**src/rtl/song_reader_pkg.sv**
```systemverilog
// Shared widths, state encoding and ROM-word helpers for the song sequencer.
package song_reader_pkg;

  localparam int ADDR_W = 7;
  localparam int SONG_W = 2;
  localparam int IDX_W  = ADDR_W - SONG_W;
  localparam int NOTE_W = 6;
  localparam int DUR_W  = 6;
  localparam int WORD_W = NOTE_W + DUR_W;

  // A zero duration marks the end of a song's note list.
  localparam logic [DUR_W-1:0] DUR_END  = 6'd0;
  localparam logic [IDX_W-1:0] IDX_ZERO = 5'd0;
  localparam logic [IDX_W-1:0] IDX_ONE  = 5'd1;
  localparam logic [IDX_W-1:0] IDX_LAST = 5'd31;

  typedef enum logic [1:0] {
    ST_IDLE  = 2'd0,
    ST_FETCH = 2'd1,
    ST_WAIT  = 2'd2,
    ST_PLAY  = 2'd3
  } state_t;

  // True when the ROM word carries the end-of-song duration.
  function automatic logic is_end_marker(input logic [WORD_W-1:0] word);
    return (word[DUR_W-1:0] == DUR_END);
  endfunction

endpackage

```
**src/rtl/song_reader_if.sv**
```systemverilog
// Bundle of controller, ROM and note-player signals around the song reader.
interface song_reader_if;
  import song_reader_pkg::*;

  logic                play;
  logic [SONG_W-1:0]   song;
  logic                note_done;
  logic [ADDR_W-1:0]   rom_addr;
  logic [WORD_W-1:0]   rom_dout;
  logic [NOTE_W-1:0]   note;
  logic [DUR_W-1:0]    duration;
  logic                new_note;
  logic                song_done;

  // Environment side: controller, ROM and note player.
  modport master (
    output play, song, note_done, rom_dout,
    input  rom_addr, note, duration, new_note, song_done
  );

  // Sequencer side.
  modport slave (
    input  play, song, note_done, rom_dout,
    output rom_addr, note, duration, new_note, song_done
  );
endinterface

```
**src/rtl/song_reader.sv**
```systemverilog
// Song sequencer: walks a song's note list in the ROM, hands each note to the
// note player and advances one entry per note_done.
module song_reader
  import song_reader_pkg::*;
(
  input  logic          clk,
  input  logic          reset,
  song_reader_if.slave  bus
);

  state_t              state_r,     state_n;
  logic [IDX_W-1:0]    idx_r,       idx_n;
  logic [SONG_W-1:0]   song_q_r,    song_q_n;
  logic [NOTE_W-1:0]   note_r,      note_n;
  logic [DUR_W-1:0]    duration_r,  duration_n;
  logic                new_note_r,  new_note_n;
  logic                song_done_r, song_done_n;
  logic                song_changed_s;

  assign song_changed_s = (bus.song != song_q_r);

  assign bus.rom_addr  = {song_q_r, idx_r};
  assign bus.note      = note_r;
  assign bus.duration  = duration_r;
  assign bus.new_note  = new_note_r;
  assign bus.song_done = song_done_r;

  // Next-state, index and capture logic; a song change aborts the current entry.
  always_comb begin
    state_n     = state_r;
    idx_n       = idx_r;
    song_q_n    = song_q_r;
    note_n      = note_r;
    duration_n  = duration_r;
    new_note_n  = 1'b0;
    song_done_n = 1'b0;
    case (state_r)
      ST_IDLE: begin
        song_q_n = bus.song;
        if (bus.play) begin
          state_n = ST_FETCH;
        end else begin
          state_n = ST_IDLE;
        end
      end
      ST_FETCH: begin
        if (song_changed_s) begin
          song_q_n = bus.song;
          idx_n    = IDX_ZERO;
          state_n  = ST_IDLE;
        end else begin
          state_n  = ST_WAIT;
        end
      end
      ST_WAIT: begin
        if (song_changed_s) begin
          song_q_n = bus.song;
          idx_n    = IDX_ZERO;
          state_n  = ST_IDLE;
        end else begin
          note_n     = bus.rom_dout[WORD_W-1:DUR_W];
          duration_n = bus.rom_dout[DUR_W-1:0];
          if (is_end_marker(bus.rom_dout)) begin
            song_done_n = 1'b1;
            idx_n       = IDX_ZERO;
            state_n     = ST_IDLE;
          end else begin
            new_note_n  = 1'b1;
            state_n     = ST_PLAY;
          end
        end
      end
      ST_PLAY: begin
        if (song_changed_s) begin
          song_q_n = bus.song;
          idx_n    = IDX_ZERO;
          state_n  = ST_IDLE;
        end else if (bus.note_done && bus.play) begin
          if (idx_r == IDX_LAST) begin
            song_done_n = 1'b1;
            idx_n       = IDX_ZERO;
            state_n     = ST_IDLE;
          end else begin
            idx_n       = idx_r + IDX_ONE;
            state_n     = ST_FETCH;
          end
        end else begin
          state_n = ST_PLAY;
        end
      end
      default: begin
        idx_n   = IDX_ZERO;
        state_n = ST_IDLE;
      end
    endcase
  end

  // State, index and output registers.
  always_ff @(posedge clk or posedge reset) begin
    if (reset) begin
      state_r     <= ST_IDLE;
      idx_r       <= IDX_ZERO;
      song_q_r    <= 2'd0;
      note_r      <= 6'd0;
      duration_r  <= 6'd0;
      new_note_r  <= 1'b0;
      song_done_r <= 1'b0;
    end else begin
      state_r     <= state_n;
      idx_r       <= idx_n;
      song_q_r    <= song_q_n;
      note_r      <= note_n;
      duration_r  <= duration_n;
      new_note_r  <= new_note_n;
      song_done_r <= song_done_n;
    end
  end

endmodule

```
**src/flat_wrapper.sv**
```systemverilog
// flat-port wrapper written by rule: the top's interface ports become plain ports
module song_reader_flat import song_reader_pkg::*;
  (clk, reset, bus_play, bus_song, bus_note_done, bus_rom_dout, bus_rom_addr, bus_note, bus_duration, bus_new_note, bus_song_done);
  song_reader_if bus_i ();
  input  logic clk;
  input  logic reset;
  input wire logic [$bits(bus_i.play)-1:0] bus_play;
  input wire logic [$bits(bus_i.song)-1:0] bus_song;
  input wire logic [$bits(bus_i.note_done)-1:0] bus_note_done;
  input wire logic [$bits(bus_i.rom_dout)-1:0] bus_rom_dout;
  output wire logic [$bits(bus_i.rom_addr)-1:0] bus_rom_addr;
  output wire logic [$bits(bus_i.note)-1:0] bus_note;
  output wire logic [$bits(bus_i.duration)-1:0] bus_duration;
  output wire logic [$bits(bus_i.new_note)-1:0] bus_new_note;
  output wire logic [$bits(bus_i.song_done)-1:0] bus_song_done;
  assign bus_i.play = bus_play;
  assign bus_i.song = bus_song;
  assign bus_i.note_done = bus_note_done;
  assign bus_i.rom_dout = bus_rom_dout;
  assign bus_rom_addr = bus_i.rom_addr;
  assign bus_note = bus_i.note;
  assign bus_duration = bus_i.duration;
  assign bus_new_note = bus_i.new_note;
  assign bus_song_done = bus_i.song_done;
  song_reader u_core (.clk(clk), .reset(reset), .bus(bus_i));
endmodule
```
**config.mk**
```make
export PLATFORM = sky130hd
export DESIGN_NAME = song_reader_flat
export DESIGN_NICKNAME = d
export VERILOG_FILES = /design/src/rtl/song_reader_pkg.sv /design/src/rtl/song_reader_if.sv /design/src/rtl/song_reader.sv /design/src/flat_wrapper.sv
export SDC_FILE = /design/constraint.sdc
export NUM_CORES = 1
export LEC_CHECK = 0
export ABC_AREA = 1
export CAP_MARGIN = 40
export CORE_AREA = 2 2 52 54
export CTS_BUF_LIST = sky130_fd_sc_hd__clkbuf_16
export CTS_CLUSTER_DIAMETER = 60
export DETAILED_ROUTE_END_ITERATION = 6
export DIE_AREA = 0 0 54 56
export GPL_TIMING_DRIVEN = 0
export PLACE_DENSITY = 0.78
export SLEW_MARGIN = 20
export SYNTH_ARGS = -nofsm -noshare
export SYNTH_HDL_FRONTEND = slang
export SYNTH_SLANG_ARGS = --single-unit
```
**constraint.sdc**
```tcl
create_clock -name clk -period 2.8 [get_ports clk]
set_input_delay 0.42 -clock clk [delete_from_list [all_inputs] [get_ports clk]]
set_output_delay 0.42 -clock clk [all_outputs]
set_load 0.005 [all_outputs]
```
==> flow_summary.yaml <==
floorplan:
  fp.dieW_um: 54
  core_area_um2: 2430
  io_pins: 39
  dieArea_um2: 3020
  die_h_um: 56
  placementRows: 18
  floorplan.initialDensity: 0.462
worst_setup_path:
  r2r-start: "u_core.idx_r[0]$_DFFE_PP0P_"
  worstSetupEndpointType: "flip-flop"
  critical_path.startpoint: "u_core.idx_r[0]$_DFFE_PP0P_"
  crit_fanout: 5
  crit_type: "flip-flop to flip-flop"
  cp.arrival_ns: 1.96
  required_ns: 2.99
  startpoint_type: "flip-flop"
timing:
  period_minus_slack_ns: 1.77
  hold_viol: 0
  finClkSkew_ns: 0.00157
  finalSetupViolations: 0
  slew_violations: 0
  slew_headroom: 0.715
  fmax_mhz: 566
  rsz0062_at_grt: "false"
  worstMarginPinSlew_ns: 0.427
  fin_tns_setup_ns: 0
  fin_crit_sh: 0.631
placement:
  place.gp.congestion: 0.864
  hpwl_mm: 2.08
  port_buffers: 38
global_route:
  grt_max_degree: 15
  antenna_found_initial: 0
  grt_pass1_vias: 1008
  grt_pass1_wl_mm: 4.15
  track_usage: 0.184
  grt_overflow: 0
route:
  first_pass_iters: 4
  postRouteAntennaNets: 0
  vias: 1056
  drc: 0
  finalWirelength_mm: 2.69
  wire_per_inst_um: 12.4
  drt_iter0_drc: 17
  vias_per_cell: 4.89
pwr:
  ir_drop_mv: 0.440
  power_leakage_uw: 0.000836
  powerDensity_nw_per_um2: 695
synthesis:
  yosys.area.top_type_share: 0.512
  ys_warn_count: 0
  synth_cell_types: 23
  synthTopCellsByArea: "dfrtp_1 (51%), nand2_1 (21%), inv_1 (4.3%)"
  avgSynthCellArea_um2: 7.87
  synth.yosys.seq_area_share: 0.512
  syn-num-nets: 163
  syn_area_um2: 1120
  synth_seq_cells: 23
  synth_top_area_cell: "dfrtp_1"
  syn_inst: 143
clocking:
  insertion_delay_ns: 0.25
  tritoncts: "built"
  cts-root-buf: "clkbuf_16"
  clk_pin_slew_ns: 0.06
  cts_sinks: 23
  cts_setup_buffers: 0
  cts_max_path_buffers: 2
  postCtsResizedCells: 0
  htree_levels: 1
  holdBufCountCts: 0
  cts_inserted_buffers: 3
layout:
  syn2layout_area_growth_pct: 45.5
  post-route-util: 0.673
  layout.nets: 207
  drive_gt1_frac: 0.0806
  n_antenna_cell: 0
outcome:
  status: "finished, final reports clean"
min_path:
  hp-class: "primary input to asynchronous set/reset pin"
run:
  drv_cap: 0
## cells in the final DEF (no fill, tap or decap), types with 2 or more instances in the layout
cell and count:
nand2_1 62, clkdlybuf4s50_1 38, dfrtp_1 23, inv_1 14
nor2_1 12, nand3_1 9, clkbuf_16 3, nand2_2 2
nor2_2 2, o21ai_1 2, xnor2_1 2, clkbuf_1 2
ha_1 2
## metal layers
| layer | vias to the layer above | wire length [um] | global-route usage |
|---|---|---|---|
| li1 | 521 | - | - |
| met1 | 496 | 1090 | 0.230 |
| met2 | 36 | 1410 | 0.321 |
| met4 | 0 | 27 | 0.0536 |
| met5 | - | 0 | 0 |
| met3 | 3 | 153 | 0.0242 |
## per-stage QoR
step / hold WS, ns / total power, uW / instances / cell area [um^2] / setup WS, ns
after CTS: 0.482 / 1150 / 216 / 1640 / 1.02
after global placement: 0.461 / 821 / 211 / 1540 / 0.980
final: 0.472 / 1140 / 216 / 1640 / 1.03
after floorplan: 0.422 / 607 / 143 / 1120 / 1.15
after detailed placement: 0.466 / 843 / 212 / 1560 / 0.932
after global routing: 0.497 / 1210 / 216 / 1640 / 0.925
## kinds of logic (layout without fill, tap and decap cells)
kind of cell | Yosys count | in the layout | share of synthesized area
AOI/OAI and AO/OA | 3 | 3 | 0.0145
xor gates and xnor gates | 3 | 3 | 0.0234
adders and majority gates | 2 | 2 | 0.0222
buffers and inverters | 18 | 61 | 0.0679
DFF | 23 | 23 | 0.512
and+or+nand+nor | 94 | 94 | 0.360
## critical path, cell delays in order (launching register included)
cell,delay [ns]
dfrtp_1,0.43
ha_1,0.26
and3_1,0.19
ha_1,0.20
or2_2,0.29
nor3_1,0.17
nand3_1,0.09
nand2_1,0.08
## sequential cells by signal, summed over array words and instances, names as in the netlist
signal,count
u_core.bus.new_note,1
u_core.bus.song_done,1
u_core.bus.note,6
u_core.song_q_r,2
u_core.state_r,2
u_core.bus.duration,6
u_core.idx_r,5
## synthesized netlist by cell type
cell type / count
dfrtp_1: 23
buf_6: 1
nand2_2: 2
nand3b_2: 1
nand2_4: 1
nor2_4: 1
ha_1: 2
clkbuf_1: 2
xor2_1: 1
and3_1: 1
or2_2: 1
nand4_1: 1
o21ai_1: 2
inv_1: 13
nor2_1: 12
inv_2: 1
nor2_2: 2
nor3_1: 1
xnor2_1: 2
nand3_1: 9
o22ai_1: 1
buf_2: 1
nand2_1: 62
## cell type report
type / instances / area, um^2
multi-input cells: 102 / 473
well taps: 30 / 37.5
clock buffers: 3 / 75.1
inverters: 14 / 52.6
flip-flops and latches: 23 / 576
plain buffers: 4 / 23.8
repair buffers: 39 / 395
clock inverters: 1 / 3.75
fillers: 206 / 796
## final timing paths
check / end / slack (ns) / cells past startpoint
worst max-delay path: u_core.idx_r[0]$_DFFE_PP0P_ / 1.03 / 7
worst min-delay path: u_core.bus.note[5]$_DFFE_PP0P_ / 0.47 / 2
worst max register to register: u_core.idx_r[0]$_DFFE_PP0P_ / 1.03 / 7
worst min register to register: u_core.bus.note[0]$_DFFE_PP0P_ / 0.48 / 2
max in group asynchronous: u_core.bus.duration[2]$_DFFE_PP0P_ / 1.89 / 3
min in group clk: u_core.bus.note[0]$_DFFE_PP0P_ / 0.48 / 2
## report_power, final
group	leakage (uW)	switching, uW	internal, uW
clock network	0.0000423	112	190
logic	0.000493	142	219
registers	0.000300	52.8	423
total	0.000836	306	832
Power figures use the tool's default switching activity.
